`config.mk`:
```
export PLATFORM = sky130hd
export DESIGN_NAME = tblink_rpc_pkt_arb_flat
export DESIGN_NICKNAME = d
export VERILOG_FILES = /design/src/rtl/tblink_rpc_pkt_arb_if.sv /design/src/rtl/tblink_rpc_pkt_arb.sv /design/src/flat_wrapper.sv
export SDC_FILE = /design/constraint.sdc
export NUM_CORES = 1
export LEC_CHECK = 0
export CORE_MARGIN = 2
export CORE_UTILIZATION = 47
export CTS_CLUSTER_SIZE = 16
export DETAILED_ROUTE_END_ITERATION = 12
export GPL_TIMING_DRIVEN = 0
export PLACE_DENSITY = 0.85
export SETUP_SLACK_MARGIN = 0.1
export SLEW_MARGIN = 0
export SYNTH_ARGS = -nofsm -noshare
export SYNTH_HDL_FRONTEND = slang
export SYNTH_SLANG_ARGS = --single-unit
```
`constraint.sdc`:
```
create_clock -name uclock -period 3.47 [get_ports uclock]
set_input_delay 0.694 -clock uclock [delete_from_list [all_inputs] [get_ports uclock]]
set_output_delay 0.694 -clock uclock [all_outputs]
set_load 0.005 [all_outputs]
```
`src/rtl/tblink_rpc_pkt_arb_if.sv`:
```
// tblink_rpc_pkt_arb_if: source and output byte channels of the packet arbiter.
// master = arbiter side, slave = sources/sink side.
interface tblink_rpc_pkt_arb_if #(
  parameter int N_PORTS = 4
);
  logic [8*N_PORTS-1:0] req_dat;
  logic [N_PORTS-1:0]   req_valid;
  logic [N_PORTS-1:0]   req_ready;
  logic [7:0]           out_dat;
  logic                 out_valid;
  logic                 out_ready;
  logic [N_PORTS-1:0]   grant;

  modport master (
    input  req_dat, req_valid, out_ready,
    output req_ready, out_dat, out_valid, grant
  );

  modport slave (
    output req_dat, req_valid, out_ready,
    input  req_ready, out_dat, out_valid, grant
  );
endinterface

```
`src/rtl/tblink_rpc_pkt_arb.sv`:
```
// tblink_rpc_pkt_arb: packet-atomic round-robin arbiter over 8-bit tblink streams.
// Define TBLINK_RPC_PKT_ARB_STATS_EN to add pkt_count/last_src outputs.
module tblink_rpc_pkt_arb #(
  parameter int N_PORTS = 4,
  parameter int PTR_W   = $clog2(N_PORTS)
) (
  input  logic uclock,
  input  logic reset_n,
  input  logic hreq_i,
  output logic hreq_o,
  tblink_rpc_pkt_arb_if.master bus
`ifdef TBLINK_RPC_PKT_ARB_STATS_EN
  ,
  output logic [15:0]      pkt_count,
  output logic [PTR_W-1:0] last_src
`endif
);

  localparam logic [1:0] IDLE = 2'd0;
  localparam logic [1:0] HDR  = 2'd1;
  localparam logic [1:0] CNT  = 2'd2;
  localparam logic [1:0] PAY  = 2'd3;

  localparam logic [PTR_W-1:0] LAST = PTR_W'(N_PORTS - 1);
  localparam logic [PTR_W:0]   NP   = (PTR_W+1)'(N_PORTS);

  logic [1:0]       state;
  logic [PTR_W-1:0] gnt_idx;
  logic [PTR_W-1:0] rr_ptr;
  logic [7:0]       count;

  logic [PTR_W-1:0] pick_idx;
  logic             pick_vld;
  logic [PTR_W:0]   scan;
  logic             sel_vld;
  logic             busy;
  logic             xfer;
  logic             done;

  // Scan from the highest offset down so the lowest offset from rr_ptr wins.
  always_comb begin
    pick_vld = 1'b0;
    pick_idx = rr_ptr;
    scan     = '0;
    for (int i = N_PORTS - 1; i >= 0; i--) begin
      scan = {1'b0, rr_ptr} + (PTR_W+1)'(i);
      if (scan >= NP) scan = scan - NP;
      if (bus.req_valid[scan[PTR_W-1:0]]) begin
        pick_vld = 1'b1;
        pick_idx = scan[PTR_W-1:0];
      end
    end
  end

  always_comb begin
    bus.out_dat = bus.req_dat[7:0];
    sel_vld     = 1'b0;
    for (int k = 0; k < N_PORTS; k++) begin
      if (gnt_idx == PTR_W'(k)) begin
        bus.out_dat = bus.req_dat[8*k +: 8];
        sel_vld     = bus.req_valid[k];
      end
    end
  end

  assign busy          = (state != IDLE);
  assign bus.out_valid = busy & sel_vld;
  assign xfer          = bus.out_valid & bus.out_ready;
  assign done          = (state == PAY) && xfer && (count == 8'd0);
  assign hreq_o        = hreq_i | busy;

  always_comb begin
    bus.grant     = '0;
    bus.req_ready = '0;
    for (int k = 0; k < N_PORTS; k++) begin
      bus.grant[k]     = busy && (gnt_idx == PTR_W'(k));
      bus.req_ready[k] = bus.grant[k] & bus.out_ready;
    end
  end

  always_ff @(posedge uclock or negedge reset_n) begin
    if (!reset_n) begin
      state   <= IDLE;
      gnt_idx <= '0;
      rr_ptr  <= '0;
      count   <= '0;
    end else begin
      unique case (state)
        IDLE: begin
          if (pick_vld) begin
            gnt_idx <= pick_idx;
            state   <= HDR;
          end
        end
        HDR: begin
          if (xfer) state <= CNT;
        end
        CNT: begin
          if (xfer) begin
            count <= bus.out_dat;
            state <= PAY;
          end
        end
        PAY: begin
          if (xfer) begin
            if (count == 8'd0) begin
              state  <= IDLE;
              rr_ptr <= (gnt_idx == LAST) ? '0 : gnt_idx + 1'b1;
            end else begin
              count <= count - 8'd1;
            end
          end
        end
        default: state <= IDLE;
      endcase
    end
  end

`ifdef TBLINK_RPC_PKT_ARB_STATS_EN
  always_ff @(posedge uclock or negedge reset_n) begin
    if (!reset_n) begin
      pkt_count <= '0;
      last_src  <= '0;
    end else if (done) begin
      pkt_count <= pkt_count + 16'd1;
      last_src  <= gnt_idx;
    end
  end
`endif

endmodule

```
`src/flat_wrapper.sv`:
```
// flat-port wrapper written by rule: the top's interface ports become plain ports
module tblink_rpc_pkt_arb_flat 
#(
  parameter int N_PORTS = 4,
  parameter int PTR_W   = $clog2(N_PORTS)
)
  (uclock, reset_n, hreq_i, hreq_o, bus_req_dat, bus_req_valid, bus_out_ready, bus_req_ready, bus_out_dat, bus_out_valid, bus_grant);
  tblink_rpc_pkt_arb_if #(.N_PORTS(N_PORTS)) bus_i ();
  input  logic uclock;
  input  logic reset_n;
  input  logic hreq_i;
  output logic hreq_o;
  input wire logic [$bits(bus_i.req_dat)-1:0] bus_req_dat;
  input wire logic [$bits(bus_i.req_valid)-1:0] bus_req_valid;
  input wire logic [$bits(bus_i.out_ready)-1:0] bus_out_ready;
  output wire logic [$bits(bus_i.req_ready)-1:0] bus_req_ready;
  output wire logic [$bits(bus_i.out_dat)-1:0] bus_out_dat;
  output wire logic [$bits(bus_i.out_valid)-1:0] bus_out_valid;
  output wire logic [$bits(bus_i.grant)-1:0] bus_grant;
  assign bus_i.req_dat = bus_req_dat;
  assign bus_i.req_valid = bus_req_valid;
  assign bus_i.out_ready = bus_out_ready;
  assign bus_req_ready = bus_i.req_ready;
  assign bus_out_dat = bus_i.out_dat;
  assign bus_out_valid = bus_i.out_valid;
  assign bus_grant = bus_i.grant;
  tblink_rpc_pkt_arb #(.N_PORTS(N_PORTS), .PTR_W(PTR_W)) u_core (.uclock(uclock), .reset_n(reset_n), .hreq_i(hreq_i), .hreq_o(hreq_o), .bus(bus_i));
endmodule
```
==> flow_metrics.py, run 1 <==
metrics = {
    "cells_and_area": {
        "drive_gt1_share_pct": 13.03,
        "antennaDiodeCount": 0,
        "fillers": 239,
        "syn_to_final_growth_pct": 44.89,
        "fin_nets": 289,
    },
    "global_route": {
        "grt_max_degree": 15,
        "grt_util_all_layers_pct": 21.19,
        "antenna_found_initial": 0,
        "grt_overflow": 0,
        "grt_pass1_wl_mm": 5.768,
        "grt_pass1_vias": 1344,
    },
    "pwr": {
        "ir_drop_uv": 421.2,
        "powerDensity_nw_per_um2": 702.7,
        "p_total_mw": 1.470,
        "power.leakage_nw": 0.8459,
    },
    "synthesis": {
        "ys.flop_type": "dfrtp_1",
        "syn_area_um2": 1444,
        "ys_ff_latch": 14,
        "synth_adder_area_share_pct": 8.666,
        "syn-mean-instance-area_um2": 8.158,
        "synth_nets": 227,
        "yosys-mux-area-fraction_pct": 11.96,
        "syn_inst": 177,
        "synth_xor_area_share_pct": 0,
        "synth_top_family_by_area": "compound AO/OA/AOI/OAI gates",
        "ys_warn_count": 0,
        "ys_async_sr_fraction_pct": 100.0,
        "ys_seq_area_share_pct": 24.26,
        "synth_edf_count": 0,
        "ys_types": 46,
        "yosys.area_share.simple_pct": 21.14,
        "synth_compound_area_share_pct": 25.74,
    },
    "clock_network": {
        "clk_pin_slew_worst_paths_ns": 0.09,
        "holdBufCountCts": 0,
        "h-tree-depth": 1,
        "clock_latency_ns": 0.29,
        "cts-root-buf": "clkbuf_4",
        "cts_max_path_buffers": 2,
        "tritoncts": "yes",
        "cts_setup_buffers": 0,
        "cts_buffers": 3,
        "cts_resized": 0,
        "clkSinkCount": 14,
    },
    "floorplan": {
        "initial_core_util_pct": 48.49,
        "ioPinCount": 58,
        "fp.dieArea_um2": 3531,
        "coreArea_um2": 2978,
        "die_y_um": 59.43,
        "placementRows": 20,
        "die_w_um": 59.43,
    },
    "detailed_routing": {
        "wl_per_cell_um": 13.24,
        "avgViaCountPerCell": 5.417,
        "drcViolationCount": 0,
        "wl_mm": 3.587,
        "dr_total_vias": 1468,
        "dr.pass1.iters": 4,
        "drt_iter0_markers": 82,
        "postRouteAntennaNets": 0,
    },
    "critical_path": {
        "critPathRequiredTime_ns": 2.78,
        "cp_data_arrival_time_ns": 2.47,
        "timing.rr.start": "u_core.gnt_idx[0]",
        "path_class": "in -> out",
        "cp-startpoint": "bus_req_valid[3]",
        "critPathCaptureType": "output pin",
        "cp_max_fo": 7,
        "start_kind": "input port",
    },
    "timing": {
        "hold_slack_ns": 0.5315,
        "worst_clock_skew_ns": 0.001792,
        "tightest_slew_ns": 0.6469,
        "rsz0062_at_grt": "false",
        "hold_violations": 0,
        "tns_ns": 0,
        "final_min_period_over_clock_period_pct": 91.27,
        "fmax_ghz": 0.3158,
        "setup_violations": 0,
        "slew_headroom_pct": 56.74,
        "slew_viol_final": 0,
        "period_needed_ns": 3.167,
    },
    "flow_run": {
        "cap_violations": 0,
    },
    "min_path": {
        "hold_class": "reg -> reg",
        "min_from": "u_core.rr_ptr[0]",
    },
    "placed_design": {
        "gp_congestion": 0.8531,
        "dp_hpwl_mm": 2.901,
        "portBuffers": 57,
    },
    "status": {
        "status": "completed",
    },
}
critical path, stage by stage:
cell and delay [ns]:
clkdlybuf4s50_1 0.59, and2b_1 0.24, a211oi_4 0.27, nor2b_1 0.17, clkdlybuf4s50_1 0.50
power by group:
| group | internal, mW | switching, mW |
|---|---|---|
| clock | 0.0639 | 0.0564 |
| combinational | 0.551 | 0.489 |
| sequential | 0.235 | 0.0754 |
logic make-up after synthesis:
family	count (synthesis)
AO/OA/AOI/OAI	53
adder cells (fa/ha/maj)	10
buffers and inverters	24
flip-flops	14
multiplexers	16
AND/OR/NAND/NOR	60
Yosys cell counts, drive strengths merged, types with 2 or more instances:
cell type | number | share of area (%)
nand2 | 21 | 5.5
o21ai | 16 | 6.1
a21oi | 14 | 5.4
dfrtp | 14 | 24
inv | 13 | 3.4
ha | 10 | 8.7
mux2 | 10 | 7.8
nor2 | 10 | 2.6
nor2b | 9 | 3.9
buf | 6 | 3.5
mux2i | 6 | 4.2
o22ai | 6 | 2.6
clkbuf | 5 | 1.4
and2 | 4 | 1.7
a211oi | 3 | 2.8
nand3 | 3 | 1.0
a31o | 2 | 1.2
and3 | 2 | 0.87
nand2b | 2 | 0.87
o211ai | 2 | 1.7
o31ai | 2 | 1.0
or3 | 2 | 0.87
state kept, by name, summed over array words and instances, names as in the netlist:
signal	count
u_core.count	8
u_core.gnt_idx	2
u_core.rr_ptr	2
u_core.state	2
cells in the final DEF, fill, tap and decap left out, types with 2 or more instances in the layout:
cell type,instances
a21oi_2,2
clkbuf_4,3
ha_1,10
clkbuf_1,4
buf_2,3
and2_1,4
o21ai_2,2
mux2i_1,6
or3_1,2
o31ai_1,2
o22ai_1,6
and3_1,2
inv_1,13
dfrtp_1,14
a31o_2,2
clkdlybuf4s50_1,57
nor2b_1,9
o21ai_0,12
o21ai_1,2
nand3_1,3
nor2_1,10
nand2b_1,2
o211ai_2,2
nand2_1,21
mux2_2,10
a21oi_1,12
area by class of cell:
cell class	instances	area [µm²]	share of cell area [%]
buffer	11	70.07	3.349
clock buffer	4	36.28	1.734
inverter	13	48.80	2.333
multi-input combinational	139	974.7	46.59
sequential	14	350.3	16.75
tap	33	41.29	1.974
timing repair buffer	57	570.5	27.27
per-layer routing:
| metal | part of all wire, % | vias to the layer above | GRT usage, % | wire, µm |
|---|---|---|---|---|
| met5 | 0 | - | 0 | 0 |
| met4 | 1.2 | 0 | 6.818 | 42 |
| met3 | 6.6 | 5 | 2.838 | 236 |
| met2 | 49 | 54 | 35.32 | 1750 |
| met1 | 43 | 653 | 28.18 | 1558 |
| li1 | - | 756 | - | - |
through the flow:
stage	setup WS (ns)	util [%]	cells	instance area [µm²]
finish	0.3030	70.25	271	2092
detailed placement	0.3199	69.03	267	2056
CTS	0.2964	70.25	271	2092
global placement	0.3118	69.03	267	2056
floorplan	1.280	-	177	1444
global route	0.1174	70.25	271	2092
worst paths after layout:
path                                     to  slack (ns)  cells past startpoint
setup / recovery              bus_out_valid        0.30                      5
hold / removal             u_core.rr_ptr[0]        0.53                      2
setup reg to reg            u_core.state[1]        1.36                      8
hold reg to reg            u_core.rr_ptr[0]        0.53                      2
max in group asynchronous   u_core.count[3]        2.26                      1
min in group asynchronous   u_core.count[6]        0.80                      1
(Power assumes the default switching activity.)
==> run 2, diff against run 1 <==
--- a/config.mk
+++ b/config.mk
@@ -9,6 +9,7 @@
 export CORE_UTILIZATION = 47
 export CTS_CLUSTER_SIZE = 16
 export DETAILED_ROUTE_END_ITERATION = 12
+export GPL_ROUTABILITY_DRIVEN = 1
 export GPL_TIMING_DRIVEN = 0
 export PLACE_DENSITY = 0.85
 export SETUP_SLACK_MARGIN = 0.1
==> results of run 2 <==
Final layout, timing and power as in run 1 (identical DEF).
==> run 3, diff against run 2 <==
--- a/config.mk
+++ b/config.mk
@@ -5,7 +5,6 @@
 export SDC_FILE = /design/constraint.sdc
 export NUM_CORES = 1
 export LEC_CHECK = 0
-export CORE_MARGIN = 2
 export CORE_UTILIZATION = 47
 export CTS_CLUSTER_SIZE = 16
 export DETAILED_ROUTE_END_ITERATION = 12
==> flow_metrics.py, run 3 (synthesis gave the netlist of run 1 again) <==
metrics = {
    "status": {
        "status": "finished, violations left",
        "violations": "design-rule violations",
    },
    "global_route": {
        "grt_pass1_vias": 1419,
        "antenna_found_initial": 0,
        "grt_util_all_layers_pct": 25.82,
        "grt_overflow": 0,
        "grt_max_degree": 15,
        "grt_pass1_wl_mm": 6.555,
    },
    "min_path": {
        "min_from": "u_core.rr_ptr[0]",
        "hold_class": "reg -> reg",
    },
    "cells_and_area": {
        "fillers": 209,
        "largest_reg_flops": 8,
        "fin_nets": 289,
        "postLayoutCoreUtil_pct": 73.86,
        "final-seq-area_um2": 350.3,
        "drive_gt1_share_pct": 13.03,
        "antennaDiodeCount": 0,
        "syn_to_final_growth_pct": 44.71,
        "fin_area_um2": 2090,
        "top_register": "u_core.count",
        "final_common_cell": "clkdlybuf4s50_1",
        "final_cell_mix": "57 x clkdlybuf4s50_1, 21 x nand2_1, 14 x dfrtp_1, 13 x inv_1",
        "multiInputGateArea_um2": 974.7,
    },
    "timing": {
        "period_needed_ns": 3.228,
        "final_min_period_over_clock_period_pct": 93.04,
        "worst_clock_skew_ns": 0.003075,
        "tns_ns": 0,
        "setup_violations": 0,
        "slew_viol_final": 0,
        "slew_headroom_pct": 56.18,
        "fmax_ghz": 0.3098,
        "hold_violations": 0,
        "tightest_slew_ns": 0.6552,
        "fin_ws_ns": 0.2416,
        "rsz0062_at_grt": "false",
    },
    "critical_path": {
        "start_kind": "input port",
        "worstReg2RegEnd": "u_core.state[1]",
        "setup.worst_path.end": "bus_out_valid",
        "cp-startpoint": "bus_req_valid[0]",
        "crit_chain": "clkdlybuf4s50_1 > nand3b_1 > a211oi_4 > nor2b_1 > clkdlybuf4s50_1",
        "reg2reg_depth": 8,
        "cp_max_fo": 7,
        "cp_slowest_cell": "clkdlybuf4s50_1",
        "cp_data_arrival_time_ns": 2.53,
        "path_class": "in -> out",
        "critPathMostFrequentCell": "clkdlybuf4s50_1",
        "worst-r2r-setup-slack_ns": 1.36,
        "critPathCaptureType": "output pin",
        "cpPeakStageDelay_ns": 0.62,
        "timing.rr.start": "u_core.gnt_idx[0]",
        "critPathRequiredTime_ns": 2.78,
    },
    "clock_network": {
        "clock_latency_ns": 0.29,
        "cts_resized": 0,
        "cts_setup_buffers": 0,
        "h-tree-depth": 1,
        "clk_pin_slew_worst_paths_ns": 0.08,
        "clkSinkCount": 14,
        "cts-root-buf": "clkbuf_4",
        "cts_max_path_buffers": 2,
        "holdBufCountCts": 0,
        "cts_buffers": 3,
        "tritoncts": "yes",
    },
    "floorplan": {
        "placementRows": 19,
        "coreArea_um2": 2829,
        "die_w_um": 57.43,
        "die_y_um": 57.43,
        "ioPinCount": 58,
        "initial_core_util_pct": 51.04,
        "fp.dieArea_um2": 3298,
    },
    "detailed_routing": {
        "drcViolationCount": 8,
        "drt_iter0_markers": 89,
        "dr.pass1.iters": 10,
        "dr_total_vias": 1534,
        "wl_mm": 4.139,
        "postRouteAntennaNets": 0,
        "avgViaCountPerCell": 5.703,
        "wl_per_cell_um": 15.39,
    },
    "placed_design": {
        "gp_congestion": 0.8620,
        "dp_slack_ns": 0.2507,
        "dpl_cell_area_um2": 2053,
        "portBuffers": 57,
        "dp_hpwl_mm": 3.216,
    },
    "pwr": {
        "ir_drop_uv": 487.9,
        "powerDensity_nw_per_um2": 718.1,
        "power.leakage_nw": 0.8459,
        "p_total_mw": 1.500,
    },
    "flow_run": {
        "cap_violations": 0,
    },
}
[run 3: changes by cell type in the layout (fill, tap and decap cells not counted)]
cell      previous run  this run
buf_1                1         2
clkbuf_1             4         3
[run 3: cell type report]
cell class / count / area share, %
multi-input combinational: 139 / 46.65
timing repair buffer: 57 / 27.31
sequential: 14 / 16.77
buffer: 11 / 3.353
inverter: 13 / 2.335
tap: 31 / 1.856
clock buffer: 4 / 1.737
[run 3: worst min-delay path by stage]
stage,end,cells after the start,slack (ns)
2_1_floorplan,u_core.count[0],0,0.40
3_3_place_gp,u_core.rr_ptr[0],2,0.51
3_5_place_dp,u_core.rr_ptr[0],2,0.53
4_1_cts,u_core.rr_ptr[0],2,0.55
5_1_grt,u_core.rr_ptr[0],2,0.58
6_report,u_core.rr_ptr[0],2,0.54
[run 3: worst max-delay path: cells and delay by family]
family	cells	cell delay, ns
AOI/OAI and AO/OA	1	0.35
buffers and inverters	2	1.13
and+or+nand+nor	2	0.35
[run 3: per-layer routing]
metal / vias to the layer above / GRT usage, % / wire length (µm)
li1: 752 / - / -
met1: 705 / 33.62 / 1697
met3: 3 / 4.308 / 390
met2: 74 / 43.69 / 2028
met4: 0 / 8.014 / 22
met5: - / 0 / 0
[run 3: metrics by stage]
stage | hold WS, ns | std cells
floorplan | 0.3984 | 177
global placement | 0.5108 | 265
detailed placement | 0.5310 | 265
CTS | 0.5513 | 269
global route | 0.5833 | 269
finish | 0.5420 | 269
[run 3: power by group]
part	leakage (nW)	internal, mW	total, mW	switching, mW
clock network	0.0210	0.0640	0.120	0.0556
logic	0.653	0.552	1.06	0.512
registers	0.172	0.235	0.316	0.0816
==> RTL change: new RTL, settings of run 2 <==
`N_PORTS` is set to 4 in 3 places; all go to 8.
--- a/src/rtl/tblink_rpc_pkt_arb_if.sv
+++ b/src/rtl/tblink_rpc_pkt_arb_if.sv
@@ -2,5 +2,5 @@
 // master = arbiter side, slave = sources/sink side.
 interface tblink_rpc_pkt_arb_if #(
-  parameter int N_PORTS = 4
+  parameter int N_PORTS = 8
 );
   logic [8*N_PORTS-1:0] req_dat;
--- a/src/rtl/tblink_rpc_pkt_arb.sv
+++ b/src/rtl/tblink_rpc_pkt_arb.sv
@@ -2,5 +2,5 @@
 // Define TBLINK_RPC_PKT_ARB_STATS_EN to add pkt_count/last_src outputs.
 module tblink_rpc_pkt_arb #(
-  parameter int N_PORTS = 4,
+  parameter int N_PORTS = 8,
   parameter int PTR_W   = $clog2(N_PORTS)
 ) (
--- a/src/flat_wrapper.sv
+++ b/src/flat_wrapper.sv
@@ -2,5 +2,5 @@
 module tblink_rpc_pkt_arb_flat 
 #(
-  parameter int N_PORTS = 4,
+  parameter int N_PORTS = 8,
   parameter int PTR_W   = $clog2(N_PORTS)
 )
Interface: changed (resized bus_grant, bus_req_dat, bus_req_ready and bus_req_valid); port bits go from 58 to 102. The function was not compared with the original's and may differ.
==> RTL change against run 2 <==
Sequential cell count increased by 2. Wire length increased to 2.9 times the old value. Worst hold slack better by 0.022 ns. Total power up 120%. Final area up 100%. Clock skew is 0.00093 ns lower. Count of clock-buffer cells in the layout unchanged. Utilization grew 1.6 points. Die area is 89% higher. Worst setup slack got worse by 0.20 ns. Global-route usage rose by 8.1 points. Fmax shrank 6.0%. Area after synthesis is 97% higher. Largest cell class unchanged. Largest power group unchanged.
==> RTL change: results (changes against run 2) <==
Finish
  – Layout clock area frac: 0.0130 (was 0.0173)
  – Seq/total area: 0.0953 (was 0.167)
  – Fill count: 439 (was 239)
  – Multi-Input Combinational: 304 (was 139)
  – Layout Nets: 566 (was 289)
  – Reg area: 403 um^2 (was 350 um^2)
  – Non-clk buf share: 0.295 (was 0.306)
  – Area of the multi-input gates: 2360 um^2 (was 975 um^2)

Critical path
  – Worst r2r src: u_core.rr_ptr[1] (was u_core.gnt_idx[0])
  – CP max stage delay: 0.44 ns (was 0.59 ns)
  – CP arrival: 2.67 ns (was 2.47 ns)
  – CP startpoint: u_core.gnt_idx[1] (was bus_req_valid[3])
  – R2r setup slk: 0.21 ns (was 1.36 ns)
  – R2R depth: 11 (was 8)

Routing
  – Initial DRC count: 320 (was 82)
  – Met2 routed WL: 4.99 mm (was 1.75 mm)
  – Vias per std cell: 6.36 (was 5.42)

Yosys
  – Sequential area share after synthesis: 0.141 (was 0.243)
  – XOR/XNOR Fraction of Synth Area: 0.0159 (was 0)
  – Post-Syn Instances: 366 (was 177)
  – Area fraction in compound gates after synthesis: 0.303 (was 0.257)

Clock network
  – CTS Sinks: 16 (was 14)
  – CTS root buf: clkbuf_8 (was clkbuf_4)
  – Clock Latency Late Sink: 0.25 ns (was 0.29 ns)
  – Post-CTS setup buffer count: 2 (was 0)

Power
  – Peak supply drop: 0.682 mV (was 0.421 mV)

GRT
  – Grt met2 use: 0.525 (was 0.353)
  – Maximum number of pins on one net before global-route repair: 17 (was 15)

Run status
  – Status: complete, no violations (unchanged)

Floorplan
  – Rows: 28 (was 20)

Place
  – GP Congestion: 0.996 (was 0.853)
  – Port Buffer Count: 99 (was 57)
==> RTL change: changes by cell type in the layout (fill, tap and decap cells not counted), moves of 8 or more <==
cell and delta:
buf_6 +8, o21ai_0 +10, clkdlybuf4s50_1 +35, a22oi_1 +8
nor3_1 +14, nand2_1 +19, nor2_1 +16, mux2i_1 +9
==> RTL change: power by group through the flow <==
| stage | sequential (mW) | clock [mW] | combinational (mW) |
|---|---|---|---|
| floorplan | 0.327 | 0 | 1.44 |
| detailed placement | 0.347 | 0 | 2.28 |
| CTS | 0.347 | 0.170 | 2.46 |
| global route | 0.361 | 0.181 | 2.88 |
| global placement | 0.342 | 0 | 2.22 |
| finish | 0.352 | 0.170 | 2.69 |
==> RTL change: through the flow <==
step                      setup WS [ns]  hold WS, ns
after CTS                        0.0976        0.552
after detailed placement         -0.409        0.532
after floorplan                   0.551        0.398
after global placement           -0.368        0.523
after global routing             0.0284        0.585
final                             0.101        0.554
